File: src/rtl/mem_ctrl_pkg.sv
// Shared types and constants for the byte-serial memory controller.
// Holds size codes, state/owner encodings, bus widths and byte-count helpers.
package mem_ctrl_pkg;

  localparam logic RstEnable = 1'b1;
  localparam logic True      = 1'b1;
  localparam logic False     = 1'b0;

  localparam int unsigned RamAddrBus = 32;
  localparam int unsigned RamDataBus = 8;

  localparam logic [1:0] MemByte = 2'b00;
  localparam logic [1:0] MemHalf = 2'b01;
  localparam logic [1:0] MemWord = 2'b10;

  typedef enum logic [1:0] {
    McIdle  = 2'b00,
    McRead  = 2'b01,
    McWrite = 2'b10,
    McDone  = 2'b11
  } mc_state_e;

  typedef enum logic {
    OwnIf  = 1'b0,
    OwnMem = 1'b1
  } owner_e;

  // Size code 11 falls through to a full word.
  function automatic logic [2:0] size_to_count(input logic [1:0] size);
    logic [2:0] count;
    case (size)
      MemByte: count = 3'd1;
      MemHalf: count = 3'd2;
      default: count = 3'd4;
    endcase
    return count;
  endfunction

  function automatic logic [31:0] keep_low_bytes(input logic [31:0] data, input logic [2:0] n);
    logic [31:0] mask;
    case (n)
      3'd1:    mask = 32'h0000_00ff;
      3'd2:    mask = 32'h0000_ffff;
      default: mask = 32'hffff_ffff;
    endcase
    return data & mask;
  endfunction

endpackage

File: src/rtl/mem_ctrl.sv
// Byte-serial arbiter between instruction fetch and the MEM stage on one 8-bit RAM port.
// Raises the stall requests and drops speculative fetches on a taken branch.
module mem_ctrl
  import mem_ctrl_pkg::*;
#(
  parameter int unsigned ADDR_WIDTH = RamAddrBus
) (
  input  logic                  clk,
  input  logic                  rst,
  input  logic                  if_req_i,
  input  logic [ADDR_WIDTH-1:0] if_addr_i,
  output logic [31:0]           if_data_o,
  output logic                  if_done_o,
  output logic                  if_stall_req_o,
  input  logic                  mem_req_i,
  input  logic                  mem_we_i,
  input  logic [1:0]            mem_size_i,
  input  logic [ADDR_WIDTH-1:0] mem_addr_i,
  input  logic [31:0]           mem_wdata_i,
  output logic [31:0]           mem_rdata_o,
  output logic                  mem_done_o,
  output logic                  mem_stall_req_o,
  input  logic                  flush_i,
  input  logic [RamDataBus-1:0] ram_din_i,
  output logic [RamDataBus-1:0] ram_dout_o,
  output logic [ADDR_WIDTH-1:0] ram_addr_o,
  output logic                  ram_wr_o
);

  mc_state_e             state_q, state_d;
  owner_e                owner_q, owner_d;
  logic [ADDR_WIDTH-1:0] base_q, base_d;
  logic [2:0]            n_q, n_d;
  logic [2:0]            idx_q, idx_d;
  logic [31:0]           buf_q, buf_d;
  logic [31:0]           if_data_q, if_data_d;
  logic [31:0]           mem_rdata_q, mem_rdata_d;
  logic                  if_done_raw;

  always_ff @(posedge clk) begin
    if (rst == RstEnable) begin
      state_q     <= McIdle;
      owner_q     <= OwnIf;
      base_q      <= '0;
      n_q         <= '0;
      idx_q       <= '0;
      buf_q       <= '0;
      if_data_q   <= '0;
      mem_rdata_q <= '0;
    end else begin
      state_q     <= state_d;
      owner_q     <= owner_d;
      base_q      <= base_d;
      n_q         <= n_d;
      idx_q       <= idx_d;
      buf_q       <= buf_d;
      if_data_q   <= if_data_d;
      mem_rdata_q <= mem_rdata_d;
    end
  end

  always_comb begin
    state_d     = state_q;
    owner_d     = owner_q;
    base_d      = base_q;
    n_d         = n_q;
    idx_d       = idx_q;
    buf_d       = buf_q;
    if_data_d   = if_data_q;
    mem_rdata_d = mem_rdata_q;
    ram_wr_o    = False;
    ram_addr_o  = '0;
    ram_dout_o  = '0;
    if_done_raw = False;
    mem_done_o  = False;

    unique case (state_q)
      McIdle: begin
        if (mem_req_i) begin
          owner_d = OwnMem;
          base_d  = mem_addr_i;
          n_d     = size_to_count(mem_size_i);
          idx_d   = '0;
          state_d = mem_we_i ? McWrite : McRead;
        end else if (if_req_i && !flush_i) begin
          owner_d = OwnIf;
          base_d  = if_addr_i;
          n_d     = 3'd4;
          idx_d   = '0;
          state_d = McRead;
        end
      end

      McRead: begin
        // The final cycle re-presents the last address while its byte returns.
        if (idx_q < n_q) begin
          ram_addr_o = base_q + ADDR_WIDTH'(idx_q);
        end else begin
          ram_addr_o = base_q + ADDR_WIDTH'(n_q - 3'd1);
        end
        for (int k = 0; k < 4; k++) begin
          if (idx_q == 3'(k + 1)) begin
            buf_d[k*8 +: 8] = ram_din_i;
          end
        end
        if (owner_q == OwnIf && flush_i) begin
          state_d = McIdle;
          idx_d   = '0;
        end else if (idx_q == n_q) begin
          state_d = McDone;
          if (owner_q == OwnIf) begin
            if_data_d = keep_low_bytes(buf_d, n_q);
          end else begin
            mem_rdata_d = keep_low_bytes(buf_d, n_q);
          end
        end else begin
          idx_d = idx_q + 3'd1;
        end
      end

      McWrite: begin
        ram_wr_o   = True;
        ram_addr_o = base_q + ADDR_WIDTH'(idx_q);
        for (int k = 0; k < 4; k++) begin
          if (idx_q == 3'(k)) begin
            ram_dout_o = mem_wdata_i[k*8 +: 8];
          end
        end
        if (idx_q == n_q - 3'd1) begin
          state_d = McDone;
        end else begin
          idx_d = idx_q + 3'd1;
        end
      end

      McDone: begin
        if (owner_q == OwnIf) begin
          if_done_raw = True;
        end else begin
          mem_done_o = True;
        end
        state_d = McIdle;
      end

      default: state_d = McIdle;
    endcase
  end

  // A branch resolving in the DONE cycle makes the fetched word stale.
  assign if_done_o       = if_done_raw && !flush_i;
  assign if_stall_req_o  = if_req_i && !if_done_o;
  assign mem_stall_req_o = mem_req_i && !mem_done_o;
  assign if_data_o       = if_data_q;
  assign mem_rdata_o     = mem_rdata_q;

endmodule

File: config.mk
export PLATFORM = sky130hd
export DESIGN_NAME = mem_ctrl
export DESIGN_NICKNAME = d
export VERILOG_FILES = /design/src/rtl/mem_ctrl_pkg.sv /design/src/rtl/mem_ctrl.sv
export SDC_FILE = /design/constraint.sdc
export NUM_CORES = 1
export LEC_CHECK = 0
export CORE_UTILIZATION = 44
export CTS_CLUSTER_SIZE = 16
export DETAILED_ROUTE_END_ITERATION = 8
export PLACE_DENSITY_LB_ADDON = 0.08
export RECOVER_POWER = 100
export REMOVE_ABC_BUFFERS = 1
export SETUP_SLACK_MARGIN = 0.15
export SYNTH_ARGS = -nofsm -noshare
export SYNTH_HDL_FRONTEND = slang
export SYNTH_SLANG_ARGS = --single-unit
File: constraint.sdc
create_clock -name clk -period 6 [get_ports clk]
set_clock_uncertainty 0.15 [all_clocks]
set_input_delay 1.2 -clock clk [delete_from_list [all_inputs] [get_ports clk]]
set_output_delay 1.2 -clock clk [all_outputs]
set_load 0.005 [all_outputs]
# Word level (Yosys, flattened, before mapping)
# Index checks and enable logic that the tools add are counted.
[op_classes]
shifts = 0
bitwise_logic = 4
addsub = 5
div_mod_pow = 0
n_reduce_logical = 18
magnitude_cmp = 1
eq_ne = 17
muxes = 49
n_mul = 0
[op_table]
columns = ["op", "count"]
rows = [
  ["32-bit 2-to-1 mux", 11],
  ["32-bit one-hot mux with 2 select lines", 2],
  ["8-bit 2-to-1 mux", 13],
  ["32-bit bitwise AND", 2],
  ["32-bit by 3-bit adder with 32-bit output", 1],
  ["32-bit adder", 1],
  ["3-bit 2-to-1 mux", 7],
  ["2-bit 2-to-1 mux", 6],
  ["4-bit AND reduction", 3],
  ["3-bit by 2-bit equality test with 1-bit output (second input constant)", 3],
  ["3-bit inequality test (second input constant)", 3],
  ["3-bit one-hot mux with 3 select lines", 1],
  ["2-bit one-hot mux with 4 select lines", 1],
  ["1-bit 2-to-1 mux", 7],
  ["3-bit by 1-bit equality test with 1-bit output (second input constant)", 2],
  ["3-bit equality test", 2],
  ["3-bit one-hot mux with 2 select lines", 1],
  ["1-bit logical AND", 5],
  ["2-bit by 1-bit equality test with 1-bit output (second input constant)", 2],
  ["2-bit equality test (second input constant)", 2],
  ["2-bit zero test", 2],
  ["2-bit inequality test (second input constant)", 2],
  ["3-bit by 1-bit subtractor with 4-bit output (second input constant)", 1],
  ["3-bit by 1-bit adder with 3-bit output (second input constant)", 1],
  ["10 further kinds", 13],
]
[totals]
reg_bits = 137
n_memories = 0
output_inout_bits = 109
latchBits = 0
mem_bits_ro = 0
mem_bits_rw = 0
wordCells = 102

# Logic depth before layout (Yosys ltp)
# Gate-level depths: netlist (run 1).
[logic_depth]
word_depth = 7
ltp_mapped = 12

# Worst setup path before layout (run 1)
# No wires, ideal clock.
[synth_path]
kind = "register to output"
start = "register n_q[2]"
end = "output port ram_addr_o[29]"
slack_ps = 451
required_ps = 4650
path_stages_with_launch = 11
t_arrival_ps = 4199
n_path_buf = 0
cell_sequence = "dfxtp_1 -> nor3_1 -> ha_1 -> and3_1 -> a211oi_2 -> o211ai_2 -> a21o_1 -> a21bo_2 -> a41oi_1 -> xor2_1 -> o22ai_1"
[synth_between]
elab_chain_cells = 4
elab_cells_between_ends = 5
cone_classes = "2 x add/sub; 1 x order compare; 2 x mux"
[synth_lines]
columns = ["item", "line_no", "source"]
rows = [
  ["from (decl)", "mem_ctrl.sv:33", "logic [2:0] n_q, n_d;"],
  ["from (signal assigned)", "mem_ctrl.sv:54", "n_q <= n_d;"],
  ["3-bit by 1-bit subtractor with 4-bit output", "mem_ctrl.sv:99", "ram_addr_o = base_q + ADDR_WIDTH'(n_q - 3'd1);"],
  ["32-bit adder", "mem_ctrl.sv:99", ""],
  ["32-bit 2-to-1 mux (*)", "mem_ctrl.sv:96", "if (idx_q < n_q) begin"],
  ["32-bit one-hot mux with 2 select lines (*)", "mem_ctrl.sv:77", "unique case (state_q)"],
  ["to (decl)", "mem_ctrl.sv:26", "output logic [ADDR_WIDTH-1:0] ram_addr_o,"],
]
# Mark *: on every way between the ends. The rest lies on a longest branch, timed or not.

# Worst setup path in the final report (run 1)
# Same ends and word-level chain as after synthesis.

==> impl_metrics.py, run 1 <==
metrics = {
    "timing": {
        "tightest_slew_ns": 4.00,
        "hold_slack_ns": 0.299,
        "post-route-period-util": 0.933,
        "finalSetupTns_ns": 0,
        "layout_setup_ws_ns": 0.403,
        "hold_viol_final": 0,
        "slew_violations": 86,
        "rsz0062_at_grt": "false",
        "slew_headroom": -1.67,
        "finalSetupViolCount": 0,
        "period_needed_ns": 5.60,
        "fmax_mhz": 179,
    },
    "floorplanning": {
        "core_sq_um": 19500,
        "die_x_microns": 143,
        "die_y_microns": 143,
        "initial_utilization": 0.449,
        "die-area_sq_um": 20400,
        "num_rows": 51,
        "io_pins": 221,
    },
    "pwr": {
        "powerDensity_nw_per_um2": 410,
        "pwr-share-clk": 0.219,
        "power_switching_w": 0.00206,
        "power_frac_seq": 0.243,
        "intPower_w": 0.00272,
        "netSwitchingFraction": 0.430,
        "share_comb_of_total_power": 0.538,
        "leakagePower_nw": 4.72,
        "vdd_drop_max_mv": 0.296,
    },
    "worst_setup_path": {
        "crit_type": "reg2out",
        "endpoint_kind": "primary output",
        "required_ns": 4.65,
        "slowest_delay_ns": 0.55,
        "crit_path_max_fanout": 29,
        "cp-start-kind": "flip-flop",
        "cp_slowest_cell": "clkdlybuf4s50_1",
        "path_cells": "nor3_1 > buf_4 > ha_1 > and3_1 > a211oi_1 > o211ai_2 > a21o_1 > a21bo_2 > a41oi_1 > xor2_1 > o22ai_1 > clkdlybuf4s50_1",
        "cp.arrival_ns": 4.25,
        "cp_top_family": "compound AO/OA/AOI/OAI gates",
        "crit_buf_inv": 2,
    },
    "route": {
        "dr.pass1.iters": 5,
        "post-route-drc-count": 0,
        "wirelength_mm": 24.8,
        "wire_per_inst_microns": 15.5,
        "ant_nets": 0,
        "vias": 8544,
        "via_per_inst": 5.35,
        "first_iter_violations": 592,
    },
    "layout": {
        "fin_nets": 1482,
        "area_growth_pct": 33.4,
        "layout.cells.non_filler": 1596,
        "final_util": 0.599,
        "filler_cell_count": 1848,
        "drive_gt1_frac": 0.0541,
        "num_antenna_cells": 0,
    },
    "clock_network": {
        "cts_resized": 0,
        "cts.hold.buffers_added": 0,
        "cts_num_sinks": 137,
        "cts_buffers": 17,
        "htreeDepth": 4,
        "cts_root_buffer": "clkbuf_16",
        "clk_path_buf_depth": 2,
        "cts_tree": "yes",
        "path_clk_slew_ns": 0.06,
        "worstSkewPairLatency_ns": 0.42,
        "post-cts-setup-buffer-count": 0,
    },
    "global_route": {
        "grt_pass1_wl_mm": 40.0,
        "grtUsageTotal": 0.248,
        "antenna_found_initial": 0,
        "grt_max_degree": 86,
        "grt_pass1_vias": 7994,
        "overflow": 0,
    },
    "outcome": {
        "failed_checks": "max-capacitance violations, max-slew violations",
        "outcome": "finished with violations",
    },
    "job": {
        "cap_violations": 1,
    },
    "yosys": {
        "synth.avg_cell_area_sq_um": 7.65,
        "synth_edf_count": 0,
        "synth_top_area_cell": "dfxtp_1",
        "synthArstFlopShare": 0,
        "synth_top_area_frac": 0.314,
        "synth_flop_cell": "dfxtp_1",
        "synth_cell_types": 60,
        "synth_most_common_cell": "nor2_1",
        "ys_ff_latch": 137,
        "synthTopCellsByArea": "dfxtp_1 (31%), ha_1 (7.2%), nor2_1 (7.1%)",
        "yosys_warnings": 0,
        "synthesis.area_sq_um": 8730,
        "seq_area_frac_synth": 0.314,
        "synthTopCellsByCount": "nor2_1 (166), nand2_1 (145), dfxtp_1 (137), a21oi_1 (123), clkbuf_1 (67)",
        "syn_inst": 1142,
    },
    "placement": {
        "port_buffers": 220,
        "dp.cells": 1564,
        "gp_congestion": 0.876,
        "dpl.hpwl_mm": 17.8,
        "place_ws_ns": 0.932,
    },
    "min_path": {
        "hp-class": "reg2reg",
    },
}
cells in the final DEF (no fill, tap or decap), drive strengths merged, types with 16 or more instances in the layout:
cell type and n:
o22ai 18, a21oi 123, mux2 16, mux2i 48, dfxtp 137, a211oi 54, xnor2 36, a21o 17
clkbuf 21, nand2 145, xor2 26, nor2 167, o21ai 29, ha 50, clkdlybuf4s50 118, nand3 45
inv 32, dlygate4sd3 100, a22oi 27
worst register-to-register path: stages (launching register included):
cell,delay [ns]
dfxtp_1,0.53
ha_1,0.22
ha_1,0.13
clkbuf_1,0.95
mux2_2,0.43
nand2_1,0.09
nor2_1,0.05
a21oi_1,0.14
nor2_1,0.06
area by class of cell:
type	instances	area, sq um	area share
clock buffer	17	425	0.0365
multi-input combinational	901	5600	0.481
clock inverter	15	161	0.0139
sequential	137	2740	0.235
tap	265	332	0.0285
timing repair buffer	234	2290	0.196
inverter	27	101	0.00870
sequential cells by signal, summed over array words and instances, names as in the netlist:
| name | count |
|---|---|
| base_q | 32 |
| buf_q | 32 |
| if_data_o | 32 |
| mem_rdata_o | 32 |
| idx_q | 3 |
| n_q | 3 |
| state_q | 2 |
| owner_q | 1 |
cell families after synthesis:
family                   share of synthesized area
multiplexers                                0.0756
XOR/XNOR                                    0.0630
AO/OA/AOI/OAI                                0.214
AND/OR/NAND/NOR                              0.212
adder cells (fa/ha/maj)                     0.0762
flip-flops                                   0.314
buffers and inverters                       0.0451
power groups by stage:
stage          Combinational, W  Clock, W  Sequential (W)
6_report                0.00257   0.00105         0.00116
5_1_grt                 0.00285   0.00110         0.00118
4_1_cts                 0.00260   0.00106         0.00116
3_5_place_dp            0.00258         0         0.00118
3_3_place_gp            0.00258         0         0.00118
2_1_floorplan           0.00182         0         0.00114
metrics by stage:
| stage | power [W] | instance area [sq um] |
|---|---|---|
| after floorplan | 0.00296 | 8440 |
| after detailed placement | 0.00376 | 11100 |
| final | 0.00478 | 11600 |
| after global placement | 0.00376 | 11100 |
| after global routing | 0.00514 | 11600 |
| after CTS | 0.00483 | 11700 |
per-layer routing:
layer  up-vias  global-route usage  share of wire
li1       4372                   -              -
met1      3910               0.315           0.46
met2       230               0.428           0.49
met3        32              0.0382          0.041
met4         0              0.0781          0.015
met5         -                   0              0
final timing paths:
path,from,to,slack (ns),cells after the start
setup / recovery,n_q[2]$_SDFFE_PP0P_,ram_addr_o[29],0.40,12
hold / removal,mem_rdata_o[9]$_SDFFE_PP0P_,mem_rdata_o[9]$_SDFFE_PP0P_,0.30,2
setup reg to reg,idx_q[1]$_SDFFE_PP0P_,if_data_o[21]$_SDFFE_PP0P_,2.98,8
hold reg to reg,mem_rdata_o[9]$_SDFFE_PP0P_,mem_rdata_o[9]$_SDFFE_PP0P_,0.30,2
No activity file was read; power rests on OpenSTA's default activity.
==> inputs of run 2 (changes only) <==
--- a/config.mk
+++ b/config.mk
@@ -5,7 +5,8 @@
 export SDC_FILE = /design/constraint.sdc
 export NUM_CORES = 1
 export LEC_CHECK = 0
-export CORE_UTILIZATION = 44
+export ABC_AREA = 1
+export CORE_UTILIZATION = 52
 export CTS_CLUSTER_SIZE = 16
 export DETAILED_ROUTE_END_ITERATION = 8
 export PLACE_DENSITY_LB_ADDON = 0.08
==> run 2 against run 1 <==
The run still ends with max-capacitance violations, max-slew violations left. Global-route usage grew 9.8 points. Register-to-register slack improved by 0.14 ns. Flip-flop and latch count stayed put. Clock power is 7% higher. Final cell count increased by 35%. Combinational power rose by 46%. Worst setup slack worse by 0.082 ns. Routed wire length increased by 37%. Sequential share of layout area decreased by 2.4 points.
==> impl_metrics.py, run 2 <==
metrics = {
    "min_path": {
        "whs_endpoint": "mem_rdata_o[21]$_SDFFE_PP0P_",
        "min_from": "mem_rdata_o[21]$_SDFFE_PP0P_",
        "min_path_cells": 2,
        "hp-class": "reg2reg",
    },
    "worst_setup_path": {
        "cp-start-kind": "flip-flop",
        "reg2reg_slack_ns": 3.12,
        "crit_path_max_fanout": 11,
        "r2r-end": "if_data_o[30]$_SDFFE_PP0P_",
        "reg2reg_depth": 11,
        "required_ns": 4.65,
        "crit_type": "reg2out",
        "endpoint_kind": "primary output",
        "r2r-start": "state_q[1]$_SDFFE_PP0P_",
        "cp.arrival_ns": 4.33,
    },
    "yosys": {
        "synth_most_common_cell": "nand2_1",
        "ys_ff_latch": 137,
        "synthTopCellsByArea": "dfxtp_1 (27%), nand2_1 (20%), inv_1 (8.2%)",
        "yosys_warnings": 0,
        "synth.avg_cell_area_sq_um": 5.95,
        "synth-xor-area-share": 0.0157,
        "syn_inst": 1692,
        "synth_edf_count": 0,
        "synth_top_area_cell": "dfxtp_1",
        "synth_flop_cell": "dfxtp_1",
        "synthArstFlopShare": 0,
        "synthMuxAreaShare": 0.00397,
        "seq_area_frac_synth": 0.272,
        "synthSimpleGateAreaFrac": 0.349,
        "synthesis.area_sq_um": 10100,
        "synth_top_area_frac": 0.272,
        "synth_cell_types": 41,
        "synthTopCellsByCount": "nand2_1 (542), inv_1 (221), nor2_1 (150), a21oi_1 (146), dfxtp_1 (137)",
        "synth_top_family_by_area": "simple AND/OR/NAND/NOR gates",
        "synth_compound_area_frac": 0.179,
        "synth_fa_ha_area_frac": 0.0661,
    },
    "floorplanning": {
        "core_sq_um": 18800,
        "initial_utilization": 0.535,
        "die_y_microns": 141,
        "io_pins": 221,
        "die_x_microns": 141,
        "die-area_sq_um": 19900,
        "num_rows": 50,
    },
    "placement": {
        "dp.cells": 2116,
        "dpl.hpwl_mm": 25.8,
        "placed_cell_area_sq_um": 12400,
        "port_buffers": 220,
        "gp_congestion": 0.989,
    },
    "pwr": {
        "power_frac_seq": 0.222,
        "netSwitchingFraction": 0.511,
        "leakagePower_nw": 6.25,
        "pwr-share-clk": 0.179,
        "powerDensity_nw_per_um2": 483,
        "vdd_drop_max_mv": 0.295,
        "power_switching_w": 0.00321,
        "intPower_w": 0.00307,
        "share_comb_of_total_power": 0.599,
    },
    "global_route": {
        "met3_usage": 0.0628,
        "grt_pass1_vias": 10700,
        "antenna_found_initial": 0,
        "grt_max_degree": 66,
        "gr-usage-met2": 0.576,
        "grtUsageTotal": 0.346,
        "grt_busiest_layer": "met2",
        "grt_util_met1": 0.459,
        "overflow": 0,
        "grt_pass1_wl_mm": 54.0,
    },
    "outcome": {
        "failed_checks": "max-capacitance violations, max-slew violations",
        "outcome": "finished with violations",
    },
    "timing": {
        "rsz0062_at_grt": "false",
        "slew_headroom": -0.778,
        "hold_viol_final": 0,
        "finalSetupViolCount": 0,
        "post-route-period-util": 0.946,
        "finalSetupTns_ns": 0,
        "slew_violations": 97,
        "period_needed_ns": 5.68,
        "fmax_mhz": 176,
        "tightest_slew_ns": 2.67,
    },
    "layout": {
        "layout.cells.non_filler": 2148,
        "fin_nets": 2039,
        "fin_area_sq_um": 13000,
        "mostFrequentLayoutCells": "nand2_1 (542), inv_1 (222), nor2_1 (149), a21oi_1 (147), dfxtp_1 (137)",
        "filler_cell_count": 1747,
        "drive_gt1_frac": 0.0450,
        "layout_commonest_cell": "nand2_1",
        "area_growth_pct": 29.1,
        "num_antenna_cells": 0,
    },
    "route": {
        "via_per_inst": 5.39,
        "wire_per_inst_microns": 15.8,
        "first_iter_violations": 1071,
        "wirelength_mm": 34.0,
        "dr.pass1.iters": 5,
        "ant_nets": 0,
        "vias": 11600,
        "post-route-drc-count": 0,
    },
    "clock_network": {
        "cts_root_buffer": "clkbuf_16",
        "worstSkewPairLatency_ns": 0.44,
        "path_clk_slew_ns": 0.07,
        "cts_resized": 0,
        "cts_num_sinks": 137,
        "cts_tree": "yes",
        "cts.hold.buffers_added": 0,
        "post-cts-setup-buffer-count": 0,
        "clk_path_buf_depth": 2,
        "htreeDepth": 4,
        "cts_buffers": 17,
    },
    "job": {
        "cap_violations": 2,
    },
}
==> run 2: cell types whose count changed after synthesis, moves of 28 or more <==
cell      previous run  this run
nand2_1            145       542
inv_1               26       221
o21ai_0             24        97
nand3_1             45       103
a211oi_1            53         1
mux2i_1             48         4
xnor2_1             36         3
a31oi_1              3        33
o211ai_1             2        30
==> run 2: worst max-delay path: stages, from the launching register on <==
cell	delay, ns
dfxtp_1	0.54
ha_1	0.32
nand2_1	0.06
o21ai_1	0.05
clkbuf_2	0.26
o21ai_0	1.08
clkbuf_1	0.51
o211ai_1	0.23
a21oi_1	0.28
clkdlybuf4s50_1	0.56
==> run 2: area by class of cell <==
type	instances	area, sq um	area share
Clock inverter	15	200	0.0154
Multi-Input combinational cell	1257	6180	0.476
Clock buffer	17	425	0.0327
Sequential cell	137	2740	0.211
Inverter	230	863	0.0664
Timing Repair Buffer	232	2260	0.174
Tap cell	260	325	0.0250
==> run 2: worst max-delay path by stage <==
stage	from	end	cells after the start
2_1_floorplan	state_q[1]$_SDFFE_PP0P_	ram_addr_o[4]	7
3_5_place_dp	n_q[0]$_SDFFE_PP0P_	ram_addr_o[25]	16
5_1_grt	idx_q[2]$_SDFFE_PP0P_	ram_addr_o[21]	9
6_report	idx_q[1]$_SDFFE_PP0P_	ram_addr_o[21]	9
3_3_place_gp	n_q[0]$_SDFFE_PP0P_	ram_addr_o[25]	16
4_1_cts	n_q[0]$_SDFFE_PP0P_	ram_addr_o[25]	16
==> run 2: per-stage QoR <==
stage          utilization  total power (W)  hold WS (ns)  setup WS, ns
3_3_place_gp         0.659          0.00508         0.301          1.15
3_5_place_dp         0.659          0.00512         0.304          1.11
2_1_floorplan            -          0.00384         0.294          1.62
5_1_grt              0.690          0.00679         0.326         0.191
4_1_cts              0.692          0.00626         0.314         0.656
6_report             0.690          0.00628         0.309         0.322
==> run 2: cells by family (layout without fill, tap and decap cells) <==
family                     after synthesis  count (layout)
DFF                                    137             137
adders and majority gates               52              52
AOI/OAI and AO/OA                      328             328
xor gates and xnor gates                18              18
and+or+nand+nor                        855             855
muxes                                    4               4
buffers and inverters                  298             494
==> run 2: power by group through the flow <==
stage / combinational (W) / clock, W / sequential [W]
after CTS: 0.00375 / 0.00113 / 0.00138
after global placement: 0.00369 / 0 / 0.00139
after floorplan: 0.00254 / 0 / 0.00130
final: 0.00376 / 0.00112 / 0.00140
after global routing: 0.00420 / 0.00117 / 0.00141
after detailed placement: 0.00372 / 0 / 0.00140
==> run 2: routing by layer <==
metal	routed length (microns)	up-vias	share of wire
met5	0	-	0
met2	15800	448	0.46
li1	-	5794	-
met4	590	0	0.017
met1	14900	5286	0.44
met3	2750	42	0.081
==> inputs of run 3 (changes only) <==
--- a/config.mk
+++ b/config.mk
@@ -9,6 +9,7 @@
 export CORE_UTILIZATION = 52
 export CTS_CLUSTER_SIZE = 16
 export DETAILED_ROUTE_END_ITERATION = 8
+export HOLD_SLACK_MARGIN = 0.1
 export PLACE_DENSITY_LB_ADDON = 0.08
 export RECOVER_POWER = 100
 export REMOVE_ABC_BUFFERS = 1
==> results of run 3 <==
Final layout, timing and power as in run 2 (identical DEF).
